**src/rtl/mem_access_ctrl_pkg.sv**
```systemverilog
// Shared encodings for the stage-3 memory access controller: load/store size
// codes and the access FSM state type.
package mem_access_ctrl_pkg;

    localparam logic [1:0] SIZE_BYTE     = 2'b00;
    localparam logic [1:0] SIZE_HALF     = 2'b01;
    localparam logic [1:0] SIZE_WORD     = 2'b10;
    localparam logic [1:0] SIZE_WORD_ALT = 2'b11;

    typedef enum logic [1:0] {
        IDLE     = 2'b00,
        REQ      = 2'b01,
        WAIT_RSP = 2'b10
    } state_t;

endpackage

```
**src/rtl/mem_access_ctrl_load_align.sv**
```systemverilog
// Combinational load lane extraction: picks the byte/half lane addressed by
// addr_lo from the bus word and zero- or sign-extends it to 32 bits.
module load_align
    import mem_access_ctrl_pkg::*;
(
    input  logic [31:0] rdata,
    input  logic [1:0]  addr_lo,
    input  logic [1:0]  size,
    input  logic        is_unsigned,
    output logic [31:0] data
);

    logic [7:0]  lane_b;
    logic [15:0] lane_h;

    always_comb begin
        lane_b = rdata[{addr_lo, 3'b000} +: 8];
        lane_h = addr_lo[1] ? rdata[31:16] : rdata[15:0];
        data   = rdata;
        case (size)
            SIZE_BYTE: data = {{24{~is_unsigned & lane_b[7]}}, lane_b};
            SIZE_HALF: data = {{16{~is_unsigned & lane_h[15]}}, lane_h};
            default:   data = rdata;
        endcase
    end

endmodule

```
**src/rtl/mem_access_ctrl.sv**
```systemverilog
// Stage-3 load/store data-bus controller (IDLE -> REQ -> WAIT_RSP).
// Define MISALIGN_TRAP_EN to trap misaligned half/word accesses instead of issuing them.
module mem_access_ctrl
    import mem_access_ctrl_pkg::*;
(
    input  logic        clk_in,
    input  logic        reset_n_in,
    input  logic        req_valid_in,
    input  logic        is_store_in,
    input  logic [31:0] addr_in,
    input  logic [31:0] store_data_in,
    input  logic [1:0]  load_size_in,
    input  logic        load_unsigned_in,
    input  logic [4:0]  rd_addr_in,
    output logic        ready_out,
    output logic        stall_out,
    output logic        dbus_req_out,
    output logic        dbus_we_out,
    output logic [31:0] dbus_addr_out,
    output logic [31:0] dbus_wdata_out,
    output logic [3:0]  dbus_be_out,
    input  logic        dbus_gnt_in,
    input  logic        dbus_rvalid_in,
    input  logic [31:0] dbus_rdata_in,
    output logic        load_valid_out,
    output logic [31:0] load_data_out,
    output logic [4:0]  load_rd_addr_out,
    output logic        misalign_trap_out
);

    function automatic logic [3:0] lane_enables(input logic [1:0] size, input logic [1:0] addr_lo);
        case (size)
            SIZE_BYTE: return 4'b0001 << addr_lo;
            SIZE_HALF: return 4'b0011 << {addr_lo[1], 1'b0};
            default:   return 4'b1111;
        endcase
    endfunction

    function automatic logic [31:0] lane_replicate(input logic [1:0] size, input logic [31:0] data);
        case (size)
            SIZE_BYTE: return {4{data[7:0]}};
            SIZE_HALF: return {2{data[15:0]}};
            default:   return data;
        endcase
    endfunction

`ifdef MISALIGN_TRAP_EN
    function automatic logic is_misaligned(input logic [1:0] size, input logic [1:0] addr_lo);
        case (size)
            SIZE_BYTE: return 1'b0;
            SIZE_HALF: return addr_lo[0];
            default:   return addr_lo != 2'b00;
        endcase
    endfunction
`endif

    state_t      state_q, state_d;
    logic        accept;
    logic        trap_hit;
    logic        in_req;
    logic        rsp_take;

    logic [31:0] addr_p0;
    logic [31:0] wdata_p0;
    logic [3:0]  be_p0;
    logic        we_p0;
    logic [1:0]  size_p0;
    logic        uns_p0;
    logic [4:0]  rd_p0;

    logic        vld_p1;
    logic [31:0] load_data_p1;
    logic [4:0]  load_rd_p1;
    logic        trap_p1;
    logic [31:0] aligned;

    assign accept = (state_q == IDLE) && req_valid_in;
`ifdef MISALIGN_TRAP_EN
    assign trap_hit = accept && is_misaligned(load_size_in, addr_in[1:0]);
`else
    assign trap_hit = 1'b0;
`endif
    assign in_req   = (state_q == REQ);
    assign rsp_take = (state_q == WAIT_RSP) && dbus_rvalid_in;

    always_ff @(posedge clk_in or negedge reset_n_in) begin
        if (!reset_n_in) begin
            state_q <= IDLE;
        end else begin
            state_q <= state_d;
        end
    end

    // rvalid is deliberately not examined in REQ, even alongside the grant
    always_comb begin
        state_d = state_q;
        case (state_q)
            IDLE:     if (accept && !trap_hit) state_d = REQ;
            REQ:      if (dbus_gnt_in) state_d = we_p0 ? IDLE : WAIT_RSP;
            WAIT_RSP: if (dbus_rvalid_in) state_d = IDLE;
            default:  state_d = IDLE;
        endcase
    end

    // Stage p0: operation latched at accept, held for the bus request
    always_ff @(posedge clk_in or negedge reset_n_in) begin
        if (!reset_n_in) begin
            addr_p0  <= '0;
            wdata_p0 <= '0;
            be_p0    <= '0;
            we_p0    <= 1'b0;
            size_p0  <= '0;
            uns_p0   <= 1'b0;
            rd_p0    <= '0;
        end else if (accept) begin
            addr_p0  <= addr_in;
            wdata_p0 <= lane_replicate(load_size_in, store_data_in);
            be_p0    <= lane_enables(load_size_in, addr_in[1:0]);
            we_p0    <= is_store_in;
            size_p0  <= load_size_in;
            uns_p0   <= load_unsigned_in;
            rd_p0    <= rd_addr_in;
        end
    end

    load_align u_load_align (
        .rdata       (dbus_rdata_in),
        .addr_lo     (addr_p0[1:0]),
        .size        (size_p0),
        .is_unsigned (uns_p0),
        .data        (aligned)
    );

    // Stage p1: registered load result and trap pulse
    always_ff @(posedge clk_in or negedge reset_n_in) begin
        if (!reset_n_in) begin
            vld_p1       <= 1'b0;
            load_data_p1 <= '0;
            load_rd_p1   <= '0;
            trap_p1      <= 1'b0;
        end else begin
            vld_p1  <= rsp_take;
            trap_p1 <= trap_hit;
            if (rsp_take) begin
                load_data_p1 <= aligned;
                load_rd_p1   <= rd_p0;
            end
        end
    end

    assign ready_out         = (state_q == IDLE);
    assign stall_out         = (state_q != IDLE);
    assign dbus_req_out      = in_req;
    assign dbus_we_out       = in_req & we_p0;
    assign dbus_addr_out     = in_req ? addr_p0  : '0;
    assign dbus_wdata_out    = in_req ? wdata_p0 : '0;
    assign dbus_be_out       = in_req ? be_p0    : '0;
    assign load_valid_out    = vld_p1;
    assign load_data_out     = load_data_p1;
    assign load_rd_addr_out  = load_rd_p1;
    assign misalign_trap_out = trap_p1;

endmodule
```
**config.mk**
```make
export PLATFORM = sky130hd
export DESIGN_NAME = mem_access_ctrl
export DESIGN_NICKNAME = d
export VERILOG_FILES = /design/src/rtl/mem_access_ctrl_pkg.sv /design/src/rtl/mem_access_ctrl_load_align.sv /design/src/rtl/mem_access_ctrl.sv
export SDC_FILE = /design/constraint.sdc
export NUM_CORES = 1
export LEC_CHECK = 0
export CAP_MARGIN = 40
export CORE_MARGIN = 5
export CORE_UTILIZATION = 45
export DETAILED_ROUTE_END_ITERATION = 6
export HOLD_SLACK_MARGIN = 0.05
export PLACE_DENSITY = 0.81
export SLEW_MARGIN = 40
export SYNTH_ARGS = -nofsm -noshare
export SYNTH_HDL_FRONTEND = slang
export SYNTH_SLANG_ARGS = --single-unit
```
**constraint.sdc**
```tcl
create_clock -name clk_in -period 2 [get_ports clk_in]
set_clock_uncertainty 0.05 [all_clocks]
set_input_delay 0.6 -clock clk_in [delete_from_list [all_inputs] [get_ports clk_in]]
set_output_delay 0.6 -clock clk_in [all_outputs]
set_load 0.01 [all_outputs]
```
==> results of run 1 <==
## registers in the layout, indices dropped and copies added (netlist names), 2 cells and up
register,cells
be_p0,4
state_q,2
load_data_out,32
load_rd_addr_out,5
rd_p0,5
wdata_p0,32
addr_p0,32
size_p0,2
## worst paths after layout
kind                                            end  slack (ns)        from
worst min-delay path                 load_valid_out        0.12  reset_n_in
min in group clk_in             load_rd_addr_out[0]        0.42    rd_p0[0]
worst max-delay path              dbus_wdata_out[4]       -0.27  state_q[0]
worst max register to register         wdata_p0[12]        0.34  state_q[1]
max in group asynchronous               addr_p0[10]        1.17  reset_n_in
worst min register to register  load_rd_addr_out[0]        0.42    rd_p0[0]
## cells in the mapped netlist, types with 12 or more instances
| master | instances |
|---|---|
| nand3_1 | 32 |
| mux2_2 | 65 |
| buf_2 | 12 |
| nor2_1 | 30 |
| clkbuf_1 | 16 |
| and2_1 | 86 |
| a21oi_1 | 32 |
| mux2i_1 | 41 |
| o21ai_0 | 16 |
| dfrtp_1 | 117 |
| nand2_1 | 31 |
## logic make-up after synthesis
logic type      synth area share (%)
compound gates                  5.48
buf+inv                         4.63
flops                           49.5
mux                             19.7
other cells                   0.0634
simple gates                    20.6
## critical path: stages (launching register included)
cell and delay [ns]:
dfrtp_1 0.38, nor2b_4 0.14, buf_12 0.13, buf_12 0.13, buf_16 0.14, and2_1 0.15
buf_2 0.13
## final cells by class
type	instances	area share, %
multi-input cells	380	30.3
flip-flops and latches	117	31.6
well taps	172	2.33
inverters	5	0.203
clock buffers	21	5.09
repair buffers	273	29.3
clock inverters	10	1.14
## cell usage in the layout (no fill, tap or decap), drive strengths merged, types with 2 or more instances in the layout
| master | count |
|---|---|
| clkdlybuf4s50 | 129 |
| clkinv | 6 |
| nor2 | 31 |
| nand2 | 31 |
| nor3b | 3 |
| and3b | 8 |
| nor2b | 9 |
| dlymetal6s2s | 16 |
| and2 | 86 |
| inv | 5 |
| a21oi | 32 |
| a221oi | 7 |
| nand2b | 2 |
| nand4 | 7 |
| clkinvlp | 2 |
| mux2 | 65 |
| nand3 | 32 |
| dfrtp | 117 |
| mux2i | 41 |
| bufinv | 2 |
| o21ai | 16 |
| clkbuf | 21 |
| nand4b | 2 |
| buf | 127 |
## metrics by stage
| step | hold WS, ns | utilization [%] |
|---|---|---|
| finish | 0.123 | 72.4 |
| global route | 0.155 | 72.4 |
| CTS | 0.129 | 71.0 |
| detailed placement | 0.404 | 66.9 |
| global placement | 0.392 | 66.9 |
| floorplan | 0.254 | - |
## where the power goes
group          internal [mW]  switching, mW  total (mW)
clock network           1.91           1.06        2.97
registers               3.54          0.753        4.29
logic                   4.13           3.09        7.22
## routing by layer
| metal | wire, um | global-route usage, % | vias up |
|---|---|---|---|
| li1 | - | - | 2372 |
| met1 | 7550 | 30.2 | 2569 |
| met2 | 9340 | 39.3 | 290 |
| met3 | 1680 | 7.80 | 40 |
| met4 | 488 | 9.48 | 0 |
| met5 | 0 | 0 | - |
## what timing repair did
action / in CTS / in global routing
setup buffers: 4 / 2
setup endpoints to repair: 73 / 87
resized for setup: 327 / 51
gates cloned: 3 / 0
hold buffers: 0 / 0
pin swaps: 2 / 2
==> metrics.md, run 1 <==
| Metric | Value |
|---|---|
| Run status | complete, but fails checks |
| Failing checks | negative setup slack |
| Worst-margin pin slew | 0.556 ns |
| Clk buf depth | 2 |
| Gpl congestion | 0.883 |
| Yosys top cell area share | 49.5% |
| Std-Cell Rows | 41 |
| Placed inst area | 8540 um2 |
| TritonRoute pass-1 iters | 4 |
| Async SR Flop Fraction | 100% |
| Relative slew margins | 62.9% |
| Initial antenna violation count | 0 |
| Synth Area per Inst | 10.8 um2 |
| Starting density of the core | 46.3% |
| Multi-input gate area | 2810 um2 |
| Mapped Area | 5910 um2 |
| CTS H-Tree Depth | 4 |
| Total power draw | 14.5 mW |
| Clock latency on the worst-skew pair | 0.41 ns |
| First-pass GRT wire length | 30200 um |
| IO Port Bufs | 219 |
| Post-DRT Antenna Nets | 0 |
| Wire per inst | 19.5 um |
| Die H | 125 um |
| Fin nets | 904 |
| Design area | 9250 um2 |
| Dominant cell type by area after synthesis | dfrtp_1 |
| Ant diodes | 0 |
| Hold Crit Class | in2async |
| Worst Path Required | 1.35 ns |
| Iteration-0 DRC Markers | 510 |
| Final worst slack | -0.270 ns |
| Final cycle utilization of the critical path | 114% |
| Nature of the critical path startpoint | flip-flop |
| Routed vias/inst | 5.39 |
| Vias in the first global route | 5654 |
| Seq. cell area | 2930 um2 |
| Unrepaired setup endpoints after global routing | true |
| Die area | 15500 um2 |
| Largest net degree at the start of global routing | 39 |
| Final WL | 19100 um |
| Lkg Pwr | 4.40 nW |
| VDD IR max | 0.970 mV |
| GRT Residual Overflow | 0 |
| Clock buffer count from CTS | 17 |
| Synth warn | 0 |
| Minimum clock period | 2.27 ns |
| TritonCTS clock tree | done |
| Max Clock Freq | 0.440 GHz |
| Max_cap viols | 0 |
| Clock slew at reported path FFs | 0.06 ns |
| Final setup viols | 70 |
| Die W | 125 um |
| Post-synth EDFFs | 0 |
| I/O pin count | 221 |
| Layout area overhead | 56.5% |
| Core area | 12800 um2 |
| Critical path class | reg2out |
| Count of unique library cells instantiated by Yosys | 31 |
| Cells after Synth | 545 |
| All-layer global routing usage | 24.3% |
| Fin. Hold Viols | 0 |
| Ys flop type | dfrtp_1 |
| R2R cell count | 7 |
| CP arrival | 1.62 ns |
| Area contributors post-synth | dfrtp_1 50%, mux2_2 12%, and2_1 9.1% |
| Seq/Total Area, Yosys | 49.5% |
| Fillers | 888 |
| DP Cell Count | 939 |
| Layout cells sized above 1 | 32.6% |
| Slew Limit Fails | 0 |
| Syn_nets | 655 |
| DRC | 0 |
| CTS Sinks | 117 |
| Register bit total from synthesis | 117 |
| Crit path capture type | primary output |
| Max FO, Critical Path | 12 |
| Vias | 5271 |
| Dpl hpwl | 13200 um |
| Sum Neg Setup Slack | -12.36 ns |
| Fin cells | 978 |
| Root buffer cell | clkbuf_16 |
| Power per Cell Area | 1570 nW/um2 |
| Place WS | -0.157 ns |
Note: power is estimated with default switching activity, not from simulation.
==> run 2, diff against run 1 <==
- SKIP_LAST_GASP: unset -> 1
- SYNTH_HIERARCHICAL: unset -> 1
==> metrics.md, run 2 <==
| Metric | Value |
|---|---|
| Total power draw | 15.1 mW |
| Root buffer cell | clkbuf_16 |
| Critical path class | reg2out |
| Initial antenna violation count | 0 |
| Layout cells sized above 1 | 28.0% |
| Mapped Area | 5940 um2 |
| Slowest-stage cell, CP | dfrtp_1 |
| Commonest non-fill, non-tap cell in the layout | nand2_1 |
| Placed inst area | 8440 um2 |
| Cell mode on critical path | buf_12 |
| CTS H-Tree Depth | 4 |
| All-layer global routing usage | 25.5% |
| Wire per inst | 18.8 um |
| Yosys top cell area share | 49.3% |
| Register bit total from synthesis | 117 |
| Vias in the first global route | 5848 |
| Async SR Flop Fraction | 100% |
| Slew Limit Fails | 0 |
| I/O pin count | 221 |
| Place WS | -0.405 ns |
| Ys flop type | dfrtp_1 |
| Area contributors post-synth | dfrtp_1 49%, nand2_1 14%, mux2_2 8.3% |
| Clock buffer count from CTS | 17 |
| IO Port Bufs | 219 |
| Layout area overhead | 59.4% |
| Fin nets | 987 |
| Max FO, Critical Path | 5 |
| CTS hold repair buffers | 0 |
| CTS Sinks | 117 |
| Max Clock Freq | 0.441 GHz |
| Hold_ws | 0.0618 ns |
| TritonRoute pass-1 iters | 5 |
| TritonCTS clock tree | done |
| Lkg Pwr | 4.81 nW |
| Power per Cell Area | 1590 nW/um2 |
| Final Util | 72.4% |
| Dpl hpwl | 13300 um |
| Post-synth EDFFs | 0 |
| Die W | 125 um |
| Dominant cell type by area after synthesis | dfrtp_1 |
| Unrepaired setup endpoints after global routing | true |
| Routed vias/inst | 5.24 |
| Failing checks | negative setup slack |
| Final setup viols | 75 |
| Cells after Synth | 633 |
| DRC | 0 |
| Die H | 125 um |
| Post-DRT Antenna Nets | 0 |
| Syn_nets | 743 |
| Clock slew at reported path FFs | 0.05 ns |
| Crit path capture type | primary output |
| First-pass GRT wire length | 31700 um |
| Run status | complete, but fails checks |
| Synth warn | 6 |
| Crit path cell chain | nand2b_4 -> inv_4 -> buf_12 -> buf_12 -> buf_16 -> and2_4 -> buf_6 |
| Vias | 5584 |
| Final cycle utilization of the critical path | 113% |
| Final worst slack | -0.267 ns |
| Synth Area per Inst | 9.38 um2 |
| Sum Neg Setup Slack | -16.17 ns |
| Seq/Total Area, Yosys | 49.3% |
| Max_cap viols | 0 |
| Top-count cell post-synth | nand2_1 |
| Clk buf depth | 2 |
| CP top delay family | buffers and inverters |
| VDD IR max | 1.01 mV |
| Die area | 15600 um2 |
| Starting density of the core | 45.4% |
| Core area | 13100 um2 |
| CP arrival | 1.62 ns |
| Max incr delay on CP | 0.39 ns |
| Nature of the critical path startpoint | flip-flop |
| Minimum clock period | 2.27 ns |
| DP Cell Count | 1016 |
| Buffers & Inverters on Critical Path | 5 |
| Synth cell count leaders | 227 x nand2_1, 117 x dfrtp_1, 69 x and2_1, 44 x mux2_2, 24 x mux2i_1 |
| Hold Crit Class | in2async |
| Fin cells | 1065 |
| Fin. Hold Viols | 0 |
| Final WL | 20000 um |
| Design area | 9470 um2 |
| Gpl congestion | 0.871 |
| Largest net degree at the start of global routing | 43 |
| GRT Residual Overflow | 0 |
| Std-Cell Rows | 42 |
| Iteration-0 DRC Markers | 454 |
| Count of unique library cells instantiated by Yosys | 40 |
| Commonest cells after routing, fill and taps aside | 227 x nand2_1, 127 x clkdlybuf4s50_1, 117 x dfrtp_1 |
| Ant diodes | 0 |
| Clock latency on the worst-skew pair | 0.41 ns |
| Worst Path Required | 1.35 ns |
## run 2: logic make-up (layout without fill, tap and decap cells)
kind of cell    after synthesis  count (layout)  synth area share (%)
compound gates               70              70                  7.65
buf+inv                      49             305                  5.12
flops                       117             117                  49.3
mux                          69              69                  12.6
other cells                   1               1                0.0631
simple gates                327             327                  25.3
## run 2: repair_timing
item / CTS / global route
resized for setup: 394 / 27
endpoints found under the setup margin: 75 / 93
pin swaps: 34 / 2
cloned: 7 / 0
buffers inserted: 6 / 5
## run 2: cell type report
| type | instances | area [um2] |
|---|---|---|
| Tap cell | 176 | 220 |
| Timing Repair Buffer | 267 | 2850 |
| Clock inverter | 9 | 125 |
| Sequential cell | 117 | 2930 |
| Inverter | 7 | 28.8 |
| Clock buffer | 22 | 484 |
| Fill cell | 877 | 3620 |
| Multi-Input combinational cell | 467 | 2830 |
## run 2: power breakdown
group / total, mW / switching (mW) / internal, mW
logic: 7.80 / 3.59 / 4.21
registers: 4.16 / 0.669 / 3.49
clock network: 3.12 / 1.05 / 2.07
## run 2: final timing paths
kind                                 start  depth (start not counted)                 to  slack [ns]
worst max-delay path            state_q[1]                          7  dbus_addr_out[13]       -0.27
worst min-delay path            reset_n_in                          1         addr_p0[2]        0.06
worst max register to register  addr_p0[0]                          5   load_data_out[4]        0.13
worst min register to register  addr_p0[3]                          2         addr_p0[3]        0.42
max in group asynchronous       reset_n_in                          2   load_data_out[2]        1.27
min in group clk_in             addr_p0[3]                          2         addr_p0[3]        0.42
## run 2: layer usage
layer / GRT usage, % / up-vias / part of all wire (%)
li1: - / 2549 / -
met1: 29.9 / 2717 / 38
met2: 43.9 / 273 / 50
met3: 8.92 / 45 / 8.6
met4: 7.65 / 0 / 2.7
met5: 0 / - / 0
==> run 3, diff against run 2 <==
- ABC_CLOCK_PERIOD_IN_PS: unset -> 2000
==> results of run 3 <==
Final layout, timing and power as in run 2 (identical DEF).
